**src/rtl/addsub_arbiter.sv**
```systemverilog
// ---------------------------------------------------------------------------
// addsub_arbiter
//
// Shares one BITWIDTH-wide adder-subtractor unit (AU) between two requesters
// (for example the SDRAM burst address incrementer and the refresh/row
// counter). Requests are granted round-robin. The granted operands and op are
// registered onto the AU inputs, the AU start strobe is pulsed, and the block
// waits the fixed AU latency. It then captures the AU result and overflow flag
// and returns them to the granted requester with a one-cycle done pulse.
//
// Parameters:
//   BITWIDTH    operand/result width
//   AU_LAT      cycles from the end of the au_start cycle to a valid
//               au_result/au_ovf (1..15)
//
// Ports:
//   clk_i        system clock, rising edge
//   reset_i      asynchronous active-high reset
//   req0_i       requester 0 request, held until done0_o is seen
//   a0_i, b0_i   requester 0 operands
//   sub0_i       requester 0 op (1 = A-B, 0 = A+B)
//   req1_i, a1_i, b1_i, sub1_i   same signals for requester 1
//   done0_o      one-cycle pulse, result_o/ovf_o valid for requester 0
//   done1_o      one-cycle pulse, result_o/ovf_o valid for requester 1
//   result_o     captured AU result
//   ovf_o        captured AU overflow
//   busy_o       high in every state except IDLE
//   au_a_o       registered operand A to the AU
//   au_b_o       registered operand B to the AU
//   au_sub_o     registered op to the AU
//   au_start_o   one-cycle AU launch strobe
//   au_result_i  AU result
//   au_ovf_i     AU overflow (carry/borrow out), passed through unmodified
// ---------------------------------------------------------------------------
module addsub_arbiter #(
  parameter int BITWIDTH = 8,
  parameter int AU_LAT   = 2
) (
  input  logic                clk_i,
  input  logic                reset_i,
  input  logic                req0_i,
  input  logic [BITWIDTH-1:0] a0_i,
  input  logic [BITWIDTH-1:0] b0_i,
  input  logic                sub0_i,
  input  logic                req1_i,
  input  logic [BITWIDTH-1:0] a1_i,
  input  logic [BITWIDTH-1:0] b1_i,
  input  logic                sub1_i,
  output logic                done0_o,
  output logic                done1_o,
  output logic [BITWIDTH-1:0] result_o,
  output logic                ovf_o,
  output logic                busy_o,
  output logic [BITWIDTH-1:0] au_a_o,
  output logic [BITWIDTH-1:0] au_b_o,
  output logic                au_sub_o,
  output logic                au_start_o,
  input  logic [BITWIDTH-1:0] au_result_i,
  input  logic                au_ovf_i
);

  // FSM encoding
  localparam logic [1:0] ST_IDLE  = 2'd0;
  localparam logic [1:0] ST_ISSUE = 2'd1;
  localparam logic [1:0] ST_WAIT  = 2'd2;
  localparam logic [1:0] ST_DONE  = 2'd3;

  // Latency counter start value; 4 bits covers the full 1..15 range.
  localparam logic [3:0] LAT_LOAD = 4'(AU_LAT);

  logic [1:0]          state_q, state_d;
  logic [3:0]          cnt_q, cnt_d;
  logic                gnt_q, gnt_d;
  logic                lastGrant_q, lastGrant_d;
  logic [BITWIDTH-1:0] auA_q, auA_d;
  logic [BITWIDTH-1:0] auB_q, auB_d;
  logic                auSub_q, auSub_d;
  logic [BITWIDTH-1:0] result_q, result_d;
  logic                ovf_q, ovf_d;

  // Round-robin pick. Requester 1 wins when it is the only one asking, or
  // when both ask and requester 0 had the last grant; otherwise requester 0.
  logic anyReq;
  logic pick1;

  always_comb begin
    anyReq = req0_i | req1_i;
    pick1  = req1_i & (~req0_i | ~lastGrant_q);
  end

  // Next-state logic. Operands are latched only on the grant edge so later
  // changes on the requester inputs cannot disturb an operation in flight.
  // The AU result is captured on the last WAIT edge, when the counter has
  // run down to 1.
  always_comb begin
    state_d     = state_q;
    cnt_d       = cnt_q;
    gnt_d       = gnt_q;
    lastGrant_d = lastGrant_q;
    auA_d       = auA_q;
    auB_d       = auB_q;
    auSub_d     = auSub_q;
    result_d    = result_q;
    ovf_d       = ovf_q;

    case (state_q)
      ST_IDLE: begin
        if (anyReq) begin
          gnt_d       = pick1;
          lastGrant_d = pick1;
          auA_d       = pick1 ? a1_i   : a0_i;
          auB_d       = pick1 ? b1_i   : b0_i;
          auSub_d     = pick1 ? sub1_i : sub0_i;
          state_d     = ST_ISSUE;
        end
      end

      ST_ISSUE: begin
        cnt_d   = LAT_LOAD;
        state_d = ST_WAIT;
      end

      ST_WAIT: begin
        cnt_d = cnt_q - 4'd1;
        if (cnt_q == 4'd1) begin
          result_d = au_result_i;
          ovf_d    = au_ovf_i;
          state_d  = ST_DONE;
        end
      end

      ST_DONE: begin
        state_d = ST_IDLE;
      end

      default: begin
        state_d = ST_IDLE;
      end
    endcase
  end

  // State and datapath registers. On reset, last grant points at requester 1
  // so requester 0 wins the first tie.
  always_ff @(posedge clk_i or posedge reset_i) begin
    if (reset_i) begin
      state_q     <= ST_IDLE;
      cnt_q       <= 4'd0;
      gnt_q       <= 1'b0;
      lastGrant_q <= 1'b1;
      auA_q       <= '0;
      auB_q       <= '0;
      auSub_q     <= 1'b0;
      result_q    <= '0;
      ovf_q       <= 1'b0;
    end else begin
      state_q     <= state_d;
      cnt_q       <= cnt_d;
      gnt_q       <= gnt_d;
      lastGrant_q <= lastGrant_d;
      auA_q       <= auA_d;
      auB_q       <= auB_d;
      auSub_q     <= auSub_d;
      result_q    <= result_d;
      ovf_q       <= ovf_d;
    end
  end

  // Outputs are either registers or decodes of the state register, so none
  // of them has a combinational path from an input.
  always_comb begin
    busy_o     = (state_q != ST_IDLE);
    au_start_o = (state_q == ST_ISSUE);
    done0_o    = (state_q == ST_DONE) & ~gnt_q;
    done1_o    = (state_q == ST_DONE) &  gnt_q;
    au_a_o     = auA_q;
    au_b_o     = auB_q;
    au_sub_o   = auSub_q;
    result_o   = result_q;
    ovf_o      = ovf_q;
  end

endmodule

```
**config.mk**
```make
export PLATFORM = sky130hd
export DESIGN_NAME = addsub_arbiter
export DESIGN_NICKNAME = d
export VERILOG_FILES = /design/src/rtl/addsub_arbiter.sv
export SDC_FILE = /design/constraint.sdc
export NUM_CORES = 1
export LEC_CHECK = 0
export CAP_MARGIN = 20
export CORE_MARGIN = 4
export CORE_UTILIZATION = 25
export CTS_CLUSTER_SIZE = 8
export DETAILED_ROUTE_END_ITERATION = 8
export PLACE_DENSITY = 0.57
export SYNTH_ARGS = -nofsm -noshare
export SYNTH_HDL_FRONTEND = slang
export SYNTH_SLANG_ARGS = --single-unit
export TNS_END_PERCENT = 100
```
**constraint.sdc**
```tcl
create_clock -name clk_i -period 4.7 [get_ports clk_i]
set_input_delay 0.94 -clock clk_i [delete_from_list [all_inputs] [get_ports clk_i]]
set_output_delay 0.94 -clock clk_i [all_outputs]
set_load 0.005 [all_outputs]
```
# --- Yosys cells after proc, flatten, opt, wreduce, memory -nomap -nowiden ---
# Index checks and enable logic that the tools add are counted.
totals:
  regBits: 34
  in_bits: 47
  output_inout_bits: 30
  word_cells: 37
classes:
  addsub: 1
  eq_ne: 6
  muxes: 7
  bitwise_logic: 8
  reduce_logical: 6
op_table:
  columns: ["op", "count"]
  rows:
  - ["two-way mux 8 bit", 2]
  - ["one-hot mux 2 bit (4 select lines)", 1]
  - ["one-hot mux 4 bit (2 select lines)", 1]
  - ["AND reduction 2 bit", 3]
  - ["equality test 2 bit (second input constant)", 2]
  - ["equality test 4 x 1 -> 1 bit (second input constant)", 1]
  - ["two-way mux 2 bit", 2]
  - ["!= test 2 bit (second input constant)", 2]
  - ["nonzero test 2 bit", 2]
  - ["subtractor 4 x 1 -> 4 bit (second input constant)", 1]
  - ["bitwise AND 1 bit", 3]
  - ["NOT 1 bit", 3]
  - ["equality test 2 x 1 -> 1 bit (second input constant)", 1]
  - ["logical NOT 2 bit", 1]
  - ["OR 1 bit", 2]
  - ["two-way mux 1 bit", 1]

# --- Longest topological paths before layout ---
logic_depth:
  word_depth: 4
  mapped_depth: 6
  ltp_nobuf: 5

# --- Worst setup path after synthesis ---
# Ideal clock, no wire load.
synth_path:
  path_kind: "input -> register"
  start: "in req1_i"
  end: "reg auB_q[0] (netlist: au_b_o[0])"
  setup_time_ns: 0.124
  arrival_time_ns: 1.622
  t_required_ns: 4.576
  setup_slack_ns: 2.954
  stages: 5
  n_path_buf: 2
  path_cell_list: "a21boi_2 -> buf_6 -> buf_8 -> mux2i_1 -> o21ai_1"
synth_between:
  elab_chain_cells: 2
  word_cells_on_any_way: 4
  classes_between: "mux (1); bitwise (2); reduce/logical (1)"
synth_lines:
  columns: ["item", "line", "source"]
  rows:
  - ["start: declaration", "45", "input logic req1_i,"]
  - ["bitwise AND 1 bit / OR 1 bit (equally long branches)", "88, 87", null]
  - ["two-way mux 8 bit / AND reduction 2 bit (equally long branches)", null, null]
  - ["end signal: assignment", "161", "auB_q <= auB_d;"]
  - ["end: declaration", "76", "logic [BITWIDTH-1:0] auB_q, auB_d;"]
# Parallel ways exist; a longest one is shown, timed or not.
# A chain may end at the register's enable or synchronous reset.

# --- Final worst setup path ---
layout_path:
  start: "reg state_q[0]"
  end: "out busy_o"
layout_between:
  elab_chain_cells: 1
layout_lines:
  columns: ["item", "line", "source"]
  rows:
  - ["start: declaration", "71", "logic [1:0] state_q, state_d;"]
  - ["start signal: assignment", "156", "state_q <= state_d;"]
  - ["nonzero test 2 bit", "171", "busy_o = (state_q != ST_IDLE);"]
  - ["end: declaration", "53", "output logic busy_o,"]
# Every way passes these cells.

==> out/results.ini <==
[placement]
place_congestion = 0.7572
io_buffer_count = 76
pre_cts_slack_ns = 1.951
post-place-cells = 289
dp_hpwl_mm = 2.847

[global_routing]
first_global_vias = 1222
grt_pass1_wl_mm = 5.892
antenna_violations_before_repair = 0
grt_use_total_pct = 9.772
use_met3_pct = 3.410
groute.layer.met1.usage_pct = 12.91
globalRoute.busiestLayer = met2
global_route.usage.met2_pct = 14.60
overflow_after_grt = 0
grt_max_degree = 35

[setup_path]
path_common_cell = inv_1
timing.critical_path.slowest_cell_delay_ns = 0.50
path_cells = inv_1 -> ha_1 -> inv_1 -> clkdlybuf4s50_1
startpoint_type = flop
crit_path_max_fanout = 6
worstPathRequired_ns = 3.76
path_class = flop to primary output
critPathCaptureType = primary output
slowest_stage = clkdlybuf4s50_1
cp.arrival_ns = 1.67

[layout]
diodes = 0
final_nets = 274
final-seq-area_sq_um = 852.1
instances_no_fill = 298
area_added_between_synthesis_and_finish_pct = 56.93
n_fill_cell = 626
post_route_cells_drive_above_1_share_pct = 11.76
multiInputGateArea_sq_um = 721.9

[cts]
ctsHoldBuffers = 0
post-cts-setup-buffers = 0
worst_setup_hold_path_clk_slew_ns = 0.07
cts_tree = done
h-tree-depth = 2
number_of_buffers_created_by_cts = 5
clock-root-buffer = clkbuf_8
clock_latency_ns = 0.28
cts_resized = 0
clockBufferDepth = 2
cts.sink_count = 34

[power_and_ir_drop]
max-vdd-ir-drop_mv = 0.2288
power.leakage_nw = 1.137
cellPowerDensity_nw_per_um2 = 560.6
p_total_w = 0.001454

[sta]
worst_clock_skew_ns = 0.004848
finalCriticalPeriod_ns = 2.614
final.setup.tns_ns = 0
grt_setup_unrepaired = no
timing_max_transition_violations_final = 0
worst_slew_pin_slew_ns = 0.5983
slew-limit-headroom_pct = 60.11
setup_viol_count_final = 0
hold_viol = 0
timing.fmax_mhz = 382.6
finalWorstSetupSlack_ns = 2.086
layout_worst_path_cycle_share_pct = 55.62

[logic_synthesis]
synth.cell_area_sq_um = 1653
ys_seq_elements = 34
synth.lib_cells_used.distinct = 28
synth_enable_flop_cells = 0
post_synth.cell_area_avg_sq_um = 11.89
post_synth_main_area_contributors = dfrtp_1 50%, mux2i_1 12%, mux2_4 8.2%
syn_inst = 139
postSynthNetCount = 193
synth_warnings = 0
async_flop_share_pct = 100.0
synthDominantAreaCellType = dfrtp_1
yosys_most_used_dff = dfrtp_1
synth_top_area_share_pct = 49.96
synth.yosys.seq_area_share_pct = 51.55

[run_status]
status = finished, final reports clean

[floorplan]
io-pin-count = 77
die_x_um = 89.31
design.core.area_sq_um = 6386
placement_rows = 29
fp.dieArea_sq_um = 7976
floorplan.die.height_um = 89.31
initial_core_util_pct = 25.88

[routing]
detailedRoute.firstIterationViolations = 80
vias = 1246
postRouteAntennaNets = 0
drcViolationCount = 0
drt-total-wl_mm = 3.806
first_pass_iters = 3
avgRoutedWirePerCell_um = 12.77
route.detailed.vias_per_inst = 4.181

[flow_run]
maxCapViolCount = 0

[worst_hold_path]
min-delay-path-class = flop to flop

sequential cells by signal (all words and copies together) (netlist names):
register     flops
au_a_o           8
au_b_o           8
result_o         8
cnt_q            4
state_q          2
au_sub_o         1
gnt_q            1
lastGrant_q      1
ovf_o            1
layout by cell type (no fill, tap or decap), types with 2 or more instances in the layout:
cell type / count
ha_1: 7
a22o_1: 2
buf_4: 3
a21oi_1: 2
a31oi_1: 2
mux2i_1: 19
mux2_4: 9
dfrtp_1: 33
clkdlybuf4s50_1: 76
clkbuf_8: 6
nand2_1: 18
o21ai_1: 9
o21ai_0: 10
inv_1: 8
synth_stat cells (all sizes together), types with 2 or more instances:
cell type,number
dfrtp,33
o21ai,20
a22o,2
mux2,9
a31oi,2
nor2b,2
a21oi,2
inv,8
ha,7
mux2i,19
buf,5
nand2,18
per-stage QoR:
stage	util (%)	instance area (sq um)	hold slack (ns)
after CTS	40.38	2579	0.4887
after detailed placement	38.89	2484	0.4720
after global routing	40.62	2594	0.5186
after global placement	38.89	2484	0.4604
after floorplan	-	1653	0.4733
final	40.62	2594	0.4849
power breakdown:
group,total [W],switching (W),leakage (nW),internal [W]
logic,0.000706,0.000270,0.677,0.000437
registers,0.000524,0.0000851,0.412,0.000439
clock network,0.000223,0.000106,0.0472,0.000118
worst paths after layout:
kind | startpoint | to | slack (ns) | cells after the start
max in group asynchronous | reset_i | lastGrant_q | 3.31 | 3
setup reg to reg | state_q[0] | result_o[2] | 2.62 | 5
hold reg to reg | au_a_o[7] | au_a_o[7] | 0.48 | 2
hold / removal | au_a_o[7] | au_a_o[7] | 0.48 | 2
setup / recovery | state_q[0] | busy_o | 2.09 | 4
min in group asynchronous | reset_i | result_o[7] | 1.04 | 3
per-layer routing:
metal	wire length, um	part of all wire, %
met1	1730	45
met5	0	0
met4	56	1.5
met2	1630	43
met3	387	10
kinds of logic (layout without fill, tap and decap cells):
group                    after synthesis  count (layout)  share of synthesized area (%)
AND/OR/NAND/NOR                       27              27                          8.024
flip-flops                            34              34                          51.55
adder cells (fa/ha/maj)                7               7                          5.299
buffers and inverters                 14              96                          4.996
multiplexers                          28              28                          19.68
AO/OA/AOI/OAI                         29              29                          10.45
critical path: cells and delay by family, from the launching register on:
kind | cells | cell delay, ns
buffers and inverters | 3 | 0.68
flip-flops | 1 | 0.41
adder cells (fa/ha/maj) | 1 | 0.30
final cells by class:
cell class	count	area share (%)
clock inverter	2	0.4824
timing repair buffer	80	30.78
multi-input combinational	91	27.83
tap	77	3.714
sequential	34	32.85
clock buffer	6	3.184
inverter	8	1.158
No activity file was read; power rests on OpenSTA's default activity.
